## src/rtl/sipo.sv

```systemverilog
// Serial-in, parallel-out UART receiver: 11-bit frame (start, 8 data LSB first,
// parity, stop) recovered by mid-bit sampling on an oversampling clock.
module sipo #(
  parameter int OVERSAMPLE = 16,
  parameter bit ODD_PARITY = 1'b0
) (
  input  logic       baud_clk,
  input  logic       reset,
  input  logic       data_rx,
  output logic [7:0] data_out,
  output logic       parity_bit_out,
  output logic       parity_err,
  output logic       frame_err,
  output logic       active_flag,
  output logic       done_flag
);

  localparam int TW = (OVERSAMPLE > 2) ? $clog2(OVERSAMPLE) : 1;
  localparam logic [TW-1:0] HALF_M1 = TW'(OVERSAMPLE / 2 - 1);
  localparam logic [TW-1:0] LAST    = TW'(OVERSAMPLE - 1);

  typedef enum logic [1:0] {IDLE, START, BITS, STOP} state_t;

  state_t        state, state_next;
  logic          sync1, sync2, prev;
  logic [TW-1:0] tick, tick_next;
  logic [3:0]    bit_idx, bit_idx_next;
  logic [7:0]    shreg, shreg_next;
  logic          par_s, par_next;
  logic [7:0]    data_next;
  logic          pbit_next, perr_next, ferr_next, done_next;

  // Synchronizer and edge history reset low, so a start needs the line seen high first.
  always_ff @(posedge baud_clk or posedge reset) begin
    if (reset) begin
      sync1 <= 1'b0;
      sync2 <= 1'b0;
      prev  <= 1'b0;
    end else begin
      sync1 <= data_rx;
      sync2 <= sync1;
      prev  <= sync2;
    end
  end

  always_ff @(posedge baud_clk or posedge reset) begin
    if (reset) begin
      state          <= IDLE;
      tick           <= '0;
      bit_idx        <= '0;
      shreg          <= '0;
      par_s          <= 1'b0;
      data_out       <= '0;
      parity_bit_out <= 1'b0;
      parity_err     <= 1'b0;
      frame_err      <= 1'b0;
      done_flag      <= 1'b0;
    end else begin
      state          <= state_next;
      tick           <= tick_next;
      bit_idx        <= bit_idx_next;
      shreg          <= shreg_next;
      par_s          <= par_next;
      data_out       <= data_next;
      parity_bit_out <= pbit_next;
      parity_err     <= perr_next;
      frame_err      <= ferr_next;
      done_flag      <= done_next;
    end
  end

  always_comb begin
    state_next   = state;
    tick_next    = tick;
    bit_idx_next = bit_idx;
    shreg_next   = shreg;
    par_next     = par_s;
    data_next    = data_out;
    pbit_next    = parity_bit_out;
    perr_next    = parity_err;
    ferr_next    = frame_err;
    done_next    = 1'b0;
    case (state)
      IDLE: begin
        tick_next    = '0;
        bit_idx_next = '0;
        if (prev && !sync2) state_next = START;
      end
      START: begin
        if (tick == HALF_M1) begin
          tick_next  = '0;
          state_next = sync2 ? IDLE : BITS;
        end else begin
          tick_next = tick + 1'b1;
        end
      end
      BITS: begin
        if (tick == LAST) begin
          tick_next = '0;
          if (bit_idx == 4'd8) begin
            par_next   = sync2;
            state_next = STOP;
          end else begin
            shreg_next   = {sync2, shreg[7:1]};
            bit_idx_next = bit_idx + 4'd1;
          end
        end else begin
          tick_next = tick + 1'b1;
        end
      end
      STOP: begin
        if (tick == LAST) begin
          tick_next  = '0;
          data_next  = shreg;
          pbit_next  = par_s;
          perr_next  = ((^shreg) ^ par_s) != ODD_PARITY;
          ferr_next  = !sync2;
          done_next  = 1'b1;
          state_next = IDLE;
        end else begin
          tick_next = tick + 1'b1;
        end
      end
      default: state_next = IDLE;
    endcase
  end

  assign active_flag = (state != IDLE);

endmodule

```

## config.mk

```make
export PLATFORM = sky130hd
export DESIGN_NAME = sipo
export DESIGN_NICKNAME = d
export VERILOG_FILES = /design/src/rtl/sipo.sv
export SDC_FILE = /design/constraint.sdc
export NUM_CORES = 1
export LEC_CHECK = 0
export BUFFER_PORTS_ARGS = -buffer_cell sky130_fd_sc_hd__clkbuf_2
export CAP_MARGIN = 20
export CORE_MARGIN = 10
export CORE_UTILIZATION = 51
export DETAILED_ROUTE_END_ITERATION = 16
export GPL_TIMING_DRIVEN = 0
export PLACE_DENSITY_LB_ADDON = 0.2
export REMOVE_ABC_BUFFERS = 1
export SLEW_MARGIN = 20
export SYNTH_ARGS = -nofsm -noshare
export SYNTH_HDL_FRONTEND = slang
export SYNTH_SLANG_ARGS = --single-unit
```

## constraint.sdc

```tcl
create_clock -name baud_clk -period 1.7 [get_ports baud_clk]
set_input_delay 0.255 -clock baud_clk [delete_from_list [all_inputs] [get_ports baud_clk]]
set_output_delay 0.255 -clock baud_clk [all_outputs]
set_load 0.02 [all_outputs]
```

==> impl_metrics.env <==
export IMPL_comb_power_share=0.195
export IMPL_violations="negative hold slack"
export IMPL_cp_end_kind="register"
export IMPL_synth_seq_cells=34
export IMPL_reg2reg_depth=7
export IMPL_hpwl_um=1700
export IMPL_cp_slowest_cell="dfrtp_1"
export IMPL_tns_ns=0
export IMPL_finalPower_mw=1.797
export IMPL_p_leak_nw=0.8391
export IMPL_rsz0062_at_grt="true"
export IMPL_clockRootBuffer="clkbuf_4"
export IMPL_drtIter0Drc=56
export IMPL_use_met2=0.1553
export IMPL_met3_usage=0.03365
export IMPL_yosys_warnings=0
export IMPL_p_seq_frac=0.580
export IMPL_clkTransAtPathRegs_ns=0.10
export IMPL_placementRows=19
export IMPL_syn_area_per_cell_um2=13.12
export IMPL_grt_max_degree=35
export IMPL_vias=894
export IMPL_grt_ovfl_total=0
export IMPL_die_h_um=73.67
export IMPL_clockBufferDepth=2
export IMPL_r2r_end="bit_idx[0]"
export IMPL_finalNetCount=145
export IMPL_cts_sinks=34
export IMPL_area_growth_pct=15.59
export IMPL_hp_class="in2async"
export IMPL_switching_power_mw=0.5917
export IMPL_antenna_found_initial=0
export IMPL_clkLatencyLatePin_ns=0.33
export IMPL_status="finished, violations left"
export IMPL_drc=0
export IMPL_synth_area_mm2=0.001469
export IMPL_io_pins=16
export IMPL_drive_above_1_share=0.4317
export IMPL_finalHoldViolCount=2
export IMPL_slowest_delay_ns=0.42
export IMPL_cts_buffers_inserted=5
export IMPL_wl_per_cell_um=14.79
export IMPL_worstSetupStartpointType="register"
export IMPL_crit_type="reg2reg"
export IMPL_setup_viol=0
export IMPL_p_int_mw=1.205
export IMPL_reg2reg_slack_ns=0.1
export IMPL_fin_hold_ws_ns=-0.0007129
export IMPL_worstPathCellList="inv_2 > ha_1 > nand3b_1 > and2_4 > buf_4 > or3_1 > o21ai_0"
export IMPL_gp_congestion=0.8457
export IMPL_cts_tree="yes"
export IMPL_dieArea_mm2=0.005427
export IMPL_fp_dieW_um=73.67
export IMPL_skew_ns=0.005786
export IMPL_cts_htree_levels=2
export IMPL_core_area_mm2=0.002758
export IMPL_r2r_start="bit_idx[0]"
export IMPL_use_met1=0.1217
export IMPL_ff_latch_area_um2=852.1
export IMPL_multi_input_area_um2=598.1
export IMPL_dr_pass1_iters=5
export IMPL_crit_required_ns=1.96
export IMPL_p_clk_frac=0.225
export IMPL_detail_route_antenna_nets=0
export IMPL_synthCells=112
export IMPL_arrival_ns=1.86
export IMPL_vias_per_cell=5.259
export IMPL_clock_fmax_ghz=0.6248
export IMPL_vdd_ir_drop_max_mv=0.8678
export IMPL_grtUsageTotal=0.1024
export IMPL_drt_wl_total_um=2515
export IMPL_worst_path_max_fanout=4
export IMPL_switching_share=0.3292
export IMPL_grt_pass1_wl_um=4271
export IMPL_p_per_area_mw_per_mm2=1058
export IMPL_num_antenna_cells=0
export IMPL_min_period_ns=1.601
export IMPL_start_util=0.5327
export IMPL_port_buffers=15
export IMPL_max_cap_viol_count=0
export IMPL_fillers=222
export IMPL_ys_seq_area_frac=0.5792
export IMPL_tightest_slew_ns=0.6953
export IMPL_maxSlewViolCount=0
export IMPL_finalCritPeriodShare=0.9415
export IMPL_slew_headroom=0.5358
export IMPL_synth_cell_type_count=30
export IMPL_busiest_layer="met2"
export IMPL_grt_pass1_vias=929
==> worst max path at each step <==
stage | from | slack, ns | to
after floorplan | tick[0] | -0.05 | data_out[0]
after global placement | tick[0] | -0.41 | parity_bit_out
after detailed placement | tick[0] | -0.47 | data_out[2]
after CTS | bit_idx[0] | 0.01 | par_s
after global routing | bit_idx[0] | -0.02 | bit_idx[0]
final | bit_idx[0] | 0.1 | bit_idx[0]
==> power by group through the flow <==
stage          logic (mW)  clock network, mW  registers [mW]
2_1_floorplan       0.244                  0            1.02
3_3_place_gp        0.311                  0            1.03
3_5_place_dp        0.328                  0            1.03
4_1_cts             0.339              0.421            1.02
5_1_grt             0.396              0.444            1.06
6_report            0.351              0.404            1.04
==> flip-flops by register name, summed over array words and instances, names as in the netlist, 4 cells and up, named ones only <==
signal,flops
shreg,8
data_out,8
tick,4
bit_idx,4
==> cell type report <==
type                    instances  share of cell area
inverters                       7             0.01548
multi-input cells              68              0.3522
repair buffers                 23             0.07959
flip-flops and latches         34              0.5018
clock inverters                 2            0.005895
clock buffers                   5             0.02211
well taps                      31             0.02284
==> placed cells by master, fill, tap and decap left out, types with 2 or more instances in the layout <==
master and count:
clkinv_2 2, ha_1 2, a211oi_1 2, nand3_1 3, buf_4 8, clkbuf_4 5
a21oi_1 3, clkbuf_2 15, inv_1 5, dfrtp_1 33, xnor2_1 8, o21ai_0 2
nand2_1 4, nor3_1 2, nor2_1 3, inv_2 2, mux2_2 19
==> Yosys cell counts (all sizes together) <==
master  count  area share
a211oi      2       0.010
a21oi       3       0.010
a22o        1      0.0060
and2        1      0.0060
and4b       1      0.0068
buf         3       0.018
dfrtp      34        0.58
ha          3       0.026
inv         7       0.018
mux2       19        0.15
nand2       5       0.018
nand3       4       0.014
nand3b      1      0.0051
nand4       1      0.0043
nor2        5       0.013
nor2b       1      0.0043
nor3        2      0.0068
nor4        1      0.0043
o21ai       2      0.0068
o22a        1      0.0060
o22ai       1      0.0043
o31ai       1      0.0051
o32ai       1      0.0060
or2         1      0.0043
or3         1      0.0043
xnor2       8       0.048
xnor3       1       0.015
xor2        1      0.0060
==> per-layer routing <==
| layer | vias up | routed length [um] |
|---|---|---|
| met2 | 17 | 1218 |
| met5 | - | 0 |
| li1 | 441 | - |
| met1 | 432 | 1136 |
| met3 | 4 | 111 |
| met4 | 0 | 49 |
==> stage by stage <==
| stage | util | setup slack (ns) | std cells | area [um2] |
|---|---|---|---|---|
| 6_report | 0.6157 | 0.09942 | 170 | 1698 |
| 5_1_grt | 0.6157 | -0.02458 | 170 | 1698 |
| 3_3_place_gp | 0.5644 | -0.4051 | 155 | 1556 |
| 2_1_floorplan | - | -0.04530 | 109 | 1443 |
| 4_1_cts | 0.5935 | 0.01461 | 165 | 1637 |
| 3_5_place_dp | 0.5644 | -0.4740 | 155 | 1556 |
==> worst max-delay path, delay by kind of cell (launching register included) <==
family | cells | cell delay (ns)
AO/OA/AOI/OAI | 1 | 0.07
AND/OR/NAND/NOR | 3 | 0.69
adder cells (fa/ha/maj) | 1 | 0.15
buffers and inverters | 2 | 0.20
flip-flops | 1 | 0.42
==> cell families after synthesis <==
logic type,synth area share
fa+ha+maj,0.02556
buf+inv,0.03577
compound gates,0.05452
xor+xnor,0.06900
simple gates,0.09031
mux,0.1457
flops,0.5792
==> timing repair <==
| action | in CTS | in global routing |
|---|---|---|
| buffers inserted | 3 | 5 |
| hold buffers | 0 | 0 |
| pin swaps | 1 | 1 |
| gates resized for setup | 3 | 6 |
| setup endpoints to repair | 12 | 20 |
| hold endpoints to repair | 0 | 0 |
(Power assumes the default switching activity.)
